**src/rtl/alu_arbiter_pkg.sv**
```systemverilog
// Purpose: shared opcode/flag definitions for the ALU sharing arbiter.
// Latency: n/a (definitions only).
// Backpressure: n/a.
package alu_arbiter_pkg;

   localparam logic [4:0] OP_ADD = 5'b00000;
   localparam logic [4:0] OP_SUB = 5'b00001;
   localparam logic [4:0] OP_AND = 5'b00010;
   localparam logic [4:0] OP_OR  = 5'b00011;
   localparam logic [4:0] OP_SLL = 5'b00100;
   localparam logic [4:0] OP_SRA = 5'b00101;

   // Bit positions inside the 4-bit response flags word.
   localparam int FLAG_ERR = 3;
   localparam int FLAG_OVF = 2;
   localparam int FLAG_LT  = 1;
   localparam int FLAG_NE  = 0;

   function automatic logic op_legal(input logic [4:0] op);
      return (op == OP_ADD) || (op == OP_SUB) || (op == OP_AND) ||
             (op == OP_OR)  || (op == OP_SLL) || (op == OP_SRA);
   endfunction

endpackage

```
**src/rtl/alu_rsp_slot.sv**
```systemverilog
// Purpose: one-deep response register plus saturating grant counter for one port.
// Latency: response valid the cycle after accept.
// Backpressure: slot stays full until rsp_ready; the arbiter refuses new grants while full and not draining.
module alu_rsp_slot
   import alu_arbiter_pkg::*;
#(
   parameter int CNT_W = 16
)
(
   input  logic             clock,
   input  logic             reset,
   input  logic             accept,
   input  logic             rsp_ready,
   input  logic [4:0]       opcode,
   input  logic [31:0]      alu_result,
   input  logic             alu_overflow,
   input  logic             alu_isLessThan,
   input  logic             alu_isNotEqual,
   output logic             rsp_valid,
   output logic [31:0]      result,
   output logic [3:0]       flags,
   output logic [CNT_W-1:0] gnt_cnt
);

   logic        legal;
   logic [31:0] cap_result;
   logic [3:0]  cap_flags;

   assign legal = op_legal(opcode);

   // Illegal opcodes return a zero result with only the error flag set.
   always_comb begin
      cap_flags  = 4'b0000;
      cap_result = 32'd0;
      if (legal) begin
         cap_result         = alu_result;
         cap_flags[FLAG_OVF] = alu_overflow;
         cap_flags[FLAG_LT]  = alu_isLessThan;
         cap_flags[FLAG_NE]  = alu_isNotEqual;
      end else begin
         cap_flags[FLAG_ERR] = 1'b1;
      end
   end

   // Load on accept (new data beats a same-cycle drain), otherwise clear on drain.
   always_ff @(posedge clock) begin
      if (reset) begin
         rsp_valid <= 1'b0;
         result    <= 32'd0;
         flags     <= 4'b0000;
         gnt_cnt   <= '0;
      end else if (accept) begin
         rsp_valid <= 1'b1;
         result    <= cap_result;
         flags     <= cap_flags;
         if (gnt_cnt != {CNT_W{1'b1}}) begin
            gnt_cnt <= gnt_cnt + 1'b1;
         end
      end else if (rsp_ready && rsp_valid) begin
         rsp_valid <= 1'b0;
      end
   end

endmodule

```
**src/rtl/alu_arbiter.sv**
```systemverilog
// Purpose: shares one combinational ALU between execute stage (port 0) and helper unit (port 1).
// Latency: grant is combinational; response valid one cycle after the grant.
// Backpressure: a port with a full, undrained response slot is not granted.
module alu_arbiter
   import alu_arbiter_pkg::*;
#(
   parameter int FIXED_PRIO = 0,
   parameter int CNT_W      = 16
)
(
   input  logic             clock,
   input  logic             reset,
   input  logic             rq0_valid,
   output logic             rq0_ready,
   input  logic [31:0]      rq0_opA,
   input  logic [31:0]      rq0_opB,
   input  logic [4:0]       rq0_opcode,
   input  logic [4:0]       rq0_shamt,
   input  logic             rq1_valid,
   output logic             rq1_ready,
   input  logic [31:0]      rq1_opA,
   input  logic [31:0]      rq1_opB,
   input  logic [4:0]       rq1_opcode,
   input  logic [4:0]       rq1_shamt,
   output logic             rs0_valid,
   input  logic             rs0_ready,
   output logic [31:0]      rs0_result,
   output logic [3:0]       rs0_flags,
   output logic             rs1_valid,
   input  logic             rs1_ready,
   output logic [31:0]      rs1_result,
   output logic [3:0]       rs1_flags,
   output logic [31:0]      alu_opA,
   output logic [31:0]      alu_opB,
   output logic [4:0]       alu_opcode,
   output logic [4:0]       alu_shamt,
   input  logic [31:0]      alu_result,
   input  logic             alu_isNotEqual,
   input  logic             alu_isLessThan,
   input  logic             alu_overflow,
   output logic [CNT_W-1:0] gnt_cnt0,
   output logic [CNT_W-1:0] gnt_cnt1
);

   logic elig0, elig1;
   logic gnt0, gnt1;
   logic last1;   // 1 when port 1 won the most recent grant

   // A full slot that drains this cycle can take a new response.
   assign elig0 = rq0_valid && (!rs0_valid || rs0_ready);
   assign elig1 = rq1_valid && (!rs1_valid || rs1_ready);

   // Pick at most one winner; no grants are issued while reset is asserted.
   always_comb begin
      gnt0 = 1'b0;
      gnt1 = 1'b0;
      if (!reset) begin
         if (elig0 && elig1) begin
            if ((FIXED_PRIO != 0) || last1) gnt0 = 1'b1;
            else                            gnt1 = 1'b1;
         end else begin
            gnt0 = elig0;
            gnt1 = elig1;
         end
      end
   end

   assign rq0_ready = gnt0;
   assign rq1_ready = gnt1;

   // Round-robin pointer moves only on a grant; reset makes port 0 win first.
   always_ff @(posedge clock) begin
      if (reset)     last1 <= 1'b1;
      else if (gnt0) last1 <= 1'b0;
      else if (gnt1) last1 <= 1'b1;
   end

   // Drive the shared ALU from the winner, zero when idle.
   always_comb begin
      alu_opA    = 32'd0;
      alu_opB    = 32'd0;
      alu_opcode = 5'd0;
      alu_shamt  = 5'd0;
      if (gnt0) begin
         alu_opA    = rq0_opA;
         alu_opB    = rq0_opB;
         alu_opcode = rq0_opcode;
         alu_shamt  = rq0_shamt;
      end else if (gnt1) begin
         alu_opA    = rq1_opA;
         alu_opB    = rq1_opB;
         alu_opcode = rq1_opcode;
         alu_shamt  = rq1_shamt;
      end
   end

   alu_rsp_slot #(.CNT_W(CNT_W)) u_slot0 (
      .clock          (clock),
      .reset          (reset),
      .accept         (gnt0),
      .rsp_ready      (rs0_ready),
      .opcode         (alu_opcode),
      .alu_result     (alu_result),
      .alu_overflow   (alu_overflow),
      .alu_isLessThan (alu_isLessThan),
      .alu_isNotEqual (alu_isNotEqual),
      .rsp_valid      (rs0_valid),
      .result         (rs0_result),
      .flags          (rs0_flags),
      .gnt_cnt        (gnt_cnt0)
   );

   alu_rsp_slot #(.CNT_W(CNT_W)) u_slot1 (
      .clock          (clock),
      .reset          (reset),
      .accept         (gnt1),
      .rsp_ready      (rs1_ready),
      .opcode         (alu_opcode),
      .alu_result     (alu_result),
      .alu_overflow   (alu_overflow),
      .alu_isLessThan (alu_isLessThan),
      .alu_isNotEqual (alu_isNotEqual),
      .rsp_valid      (rs1_valid),
      .result         (rs1_result),
      .flags          (rs1_flags),
      .gnt_cnt        (gnt_cnt1)
   );

endmodule
```
**config.mk**
```make
export PLATFORM = sky130hd
export DESIGN_NAME = alu_arbiter
export DESIGN_NICKNAME = d
export VERILOG_FILES = /design/src/rtl/alu_arbiter_pkg.sv /design/src/rtl/alu_rsp_slot.sv /design/src/rtl/alu_arbiter.sv
export SDC_FILE = /design/constraint.sdc
export NUM_CORES = 1
export LEC_CHECK = 0
export CAP_MARGIN = 20
export CORE_AREA = 3 3 142 144
export DETAILED_ROUTE_END_ITERATION = 10
export DIE_AREA = 0 0 145 147
export HOLD_SLACK_MARGIN = 0.08
export PLACE_DENSITY = 0.66
export REMOVE_ABC_BUFFERS = 1
export SYNTH_ARGS = -nofsm -noshare
export SYNTH_HDL_FRONTEND = slang
export SYNTH_SLANG_ARGS = --single-unit
```
**constraint.sdc**
```tcl
create_clock -name clock -period 2.5 [get_ports clock]
set_input_delay 0.375 -clock clock [delete_from_list [all_inputs] [get_ports clock]]
set_output_delay 0.375 -clock clock [all_outputs]
set_load 0.01 [all_outputs]
```
==> results.cfg <==
[worst_setup_path]
start_kind = register
setup.worst_path.class = register to primary output
crit_fanout = 5
crit_path_end_kind = primary output
crit_required_ps = 2120
worst-path-buf-inv = 4
crit_arrival_ps = 2060
cpMostUsedCell = buf_4
max_stage_delay_ps = 320
critPathTopFamily = compound AO/OA/AOI/OAI gates
slowest_stage = dfxtp_2
path_cells = nor2b_2, o211ai_1, nor2_4, buf_4, buf_4, buf_4, a22o_4, buf_6

[power_and_ir_drop]
seq_power_share_pct = 41.3
p_comb_share_pct = 25.5
worst_ir_drop_vdd_v = 0.000290
p_sw_w = 0.00122
power.leakage_nw = 3.70
clkPwrFrac_pct = 33.2
sw_frac_of_total_pct = 27.7
p_int_w = 0.00317
powerDensity_nw_per_um2 = 475

[floorplan]
ios = 371
core_area_um2 = 18800
die_w_um = 145
die_y_um = 147
fp-row-count = 50
die-area_um2 = 21300
initial_core_util_pct = 25.1

[timing]
fin_crit_ps = 2430
max_slew_margin_pct = 61.8
slew_viol_final = 0
setup_viol = 0
fin_worst_skew_ps = 12.7
timing.fmax_ghz = 0.411
grt_setup_unrepaired = false
fin_ws_ps = 68.8
worst_pin_slew_ps = 573
fin_crit_sh_pct = 97.2
hold_viol = 0

[detailed_routing]
drt-pass1-iter-count = 4
drt-total-wl_um = 25000
num_vias = 5665
wl_per_cell_um = 22.0
drc = 0
vias_per_cell = 4.98
ant_nets = 0
drt_iter0_drc = 213

[logic_synthesis]
syn_area_per_cell_um2 = 10.0
synth_area_leaders = dfxtp_1 (45%), a22o_1 (26%), clkbuf_1 (2.1%), a21oi_1 (2.0%), nor2_1 (1.8%)
yosysSeqAreaShare_pct = 45.2
synth_top_area_share_pct = 45.2
ys_types = 45
synth_common_cells = a22o_1 (141), dfxtp_1 (107), clkbuf_1 (27)
synth_edf_count = 0
netlist_area_um2 = 4730
yosysMostFrequentCell = a22o_1
ys_async_sr_fraction_pct = 0
synth_seq_cells = 107
yosysWarnings = 0
yosysTopAreaCell = dfxtp_1
syn_inst = 472
synthFlopType = dfxtp_1

[clocking]
cts_sinks = 107
htree_levels = 3
cts-buffers-inserted = 9
cts_root_buf = clkbuf_16
cts_tree = done
clk_latency_ps = 350
clock_path_buffers = 2
clk_pin_slew_ps = 80

[place]
port_buffers = 370
place_area_um2 = 8950
hpwlAfterDp_um = 19700
place_ws_ps = -362
place_congestion = 0.861
place_inst = 1104

[run_status]
status = finished, final reports clean

[final_layout]
fillers = 1801
finalCoreUtilization_pct = 49.1
drive_gt1_share_pct = 17.8
nNetsFinal = 1060
area_growth_pct = 95.4
stdcell_count = 1137
fin_area_um2 = 9250

[global_route]
antenna_found_initial = 7
grt_pass1_wl_um = 37100
gr-usage-all-layers_pct = 22.4
grt_max_degree = 37
grt_pass1_vias = 5849
grt-ovfl-total = 0

[job]
cap_violations = 0

[min_path]
hold_path.class = input pin to register
-- power groups by stage --
stage | clock network (W) | logic (W) | registers, W
after floorplan | 0 | 0.000299 | 0.00187
after global placement | 0 | 0.00113 | 0.00185
after detailed placement | 0 | 0.00113 | 0.00185
after CTS | 0.00149 | 0.00114 | 0.00181
after global routing | 0.00155 | 0.00119 | 0.00182
final | 0.00146 | 0.00112 | 0.00181
-- registers in the layout, summed over array words and instances, names as in the netlist --
signal	count
last1	1
u_slot0.flags	4
u_slot0.gnt_cnt	16
u_slot0.result	32
u_slot0.rsp_valid	1
u_slot1.flags	4
u_slot1.gnt_cnt	16
u_slot1.result	32
u_slot1.rsp_valid	1
-- area by class of cell --
| class | instances | area [µm²] | area share, % |
|---|---|---|---|
| clock inverter | 6 | 62.6 | 0.676 |
| tap | 260 | 325 | 3.52 |
| clock buffer | 10 | 239 | 2.58 |
| inverter | 4 | 17.5 | 0.189 |
| timing repair buffer | 423 | 3980 | 43.0 |
| sequential | 107 | 2150 | 23.2 |
| multi-input combinational | 324 | 2470 | 26.7 |
| antenna | 3 | 7.51 | 0.0811 |
-- repair_timing --
| action | in CTS | in global routing |
|---|---|---|
| hold buffers | 0 | 0 |
| cloned | 3 | 0 |
| endpoints found under the setup margin | 74 | 62 |
| setup buffers | 10 | 2 |
| gates resized for setup | 214 | 31 |
| pin swaps | 9 | 4 |
-- metrics by stage --
stage | total power [W] | hold WS [ps] | setup TNS (ps)
2_1_floorplan | 0.00217 | 444 | -184940
3_3_place_gp | 0.00298 | 456 | -30410
4_1_cts | 0.00445 | 365 | -77.9
5_1_grt | 0.00456 | 386 | 0
6_report | 0.00439 | 366 | 0
3_5_place_dp | 0.00298 | 454 | -30190
-- worst register-to-register path: stages, from the launching register on --
cell and delay (ps):
dfxtp_2 350, nor2b_2 160, o211a_1 240, buf_6 150, a32o_2 280, buf_4 160, nor4b_4 300, buf_12 240
a22o_1 200
-- metal layers --
metal | global-route usage (%) | share of wire (%) | vias up | routed length [µm]
met5 | 0 | 0.14 | - | 34
met4 | 5.46 | 1.1 | 6 | 284
met3 | 8.95 | 9.9 | 24 | 2480
met2 | 40.9 | 51 | 266 | 12800
met1 | 24.3 | 38 | 2708 | 9450
li1 | - | - | 2661 | -
-- cells in the final DEF (no fill, tap or decap), types with 9 or more instances in the layout --
cell type        instances
a21oi_1                 19
a22o_1                 136
buf_2                   40
buf_4                   44
clkbuf_16                9
clkbuf_2                14
clkdlybuf4s50_1        292
dfxtp_1                104
dlygate4sd2_1           10
nand2_1                 17
nand3_1                 11
nand4_1                 11
nor2_1                  20
o21ai_0                 12
or3_1                   10
-- path summary, 6_finish.rpt --
check / start / end / cells after the start / slack (ps)
min reg2reg: u_slot0.result[14] / u_slot0.result[14] / 1 / 480
max reg2reg: u_slot0.rsp_valid / u_slot0.result[7] / 8 / 360
min: reset / u_slot1.rsp_valid / 2 / 370
max: u_slot1.rsp_valid / alu_shamt[3] / 8 / 70
-- kinds of logic after synthesis --
family | share of synthesized area [%]
simple gates | 14.0
buf+inv | 4.28
flops | 45.2
xor+xnor | 1.85
mux | 1.32
compound gates | 32.8
fa+ha+maj | 0.528
Note: power is estimated with default switching activity, not from simulation.
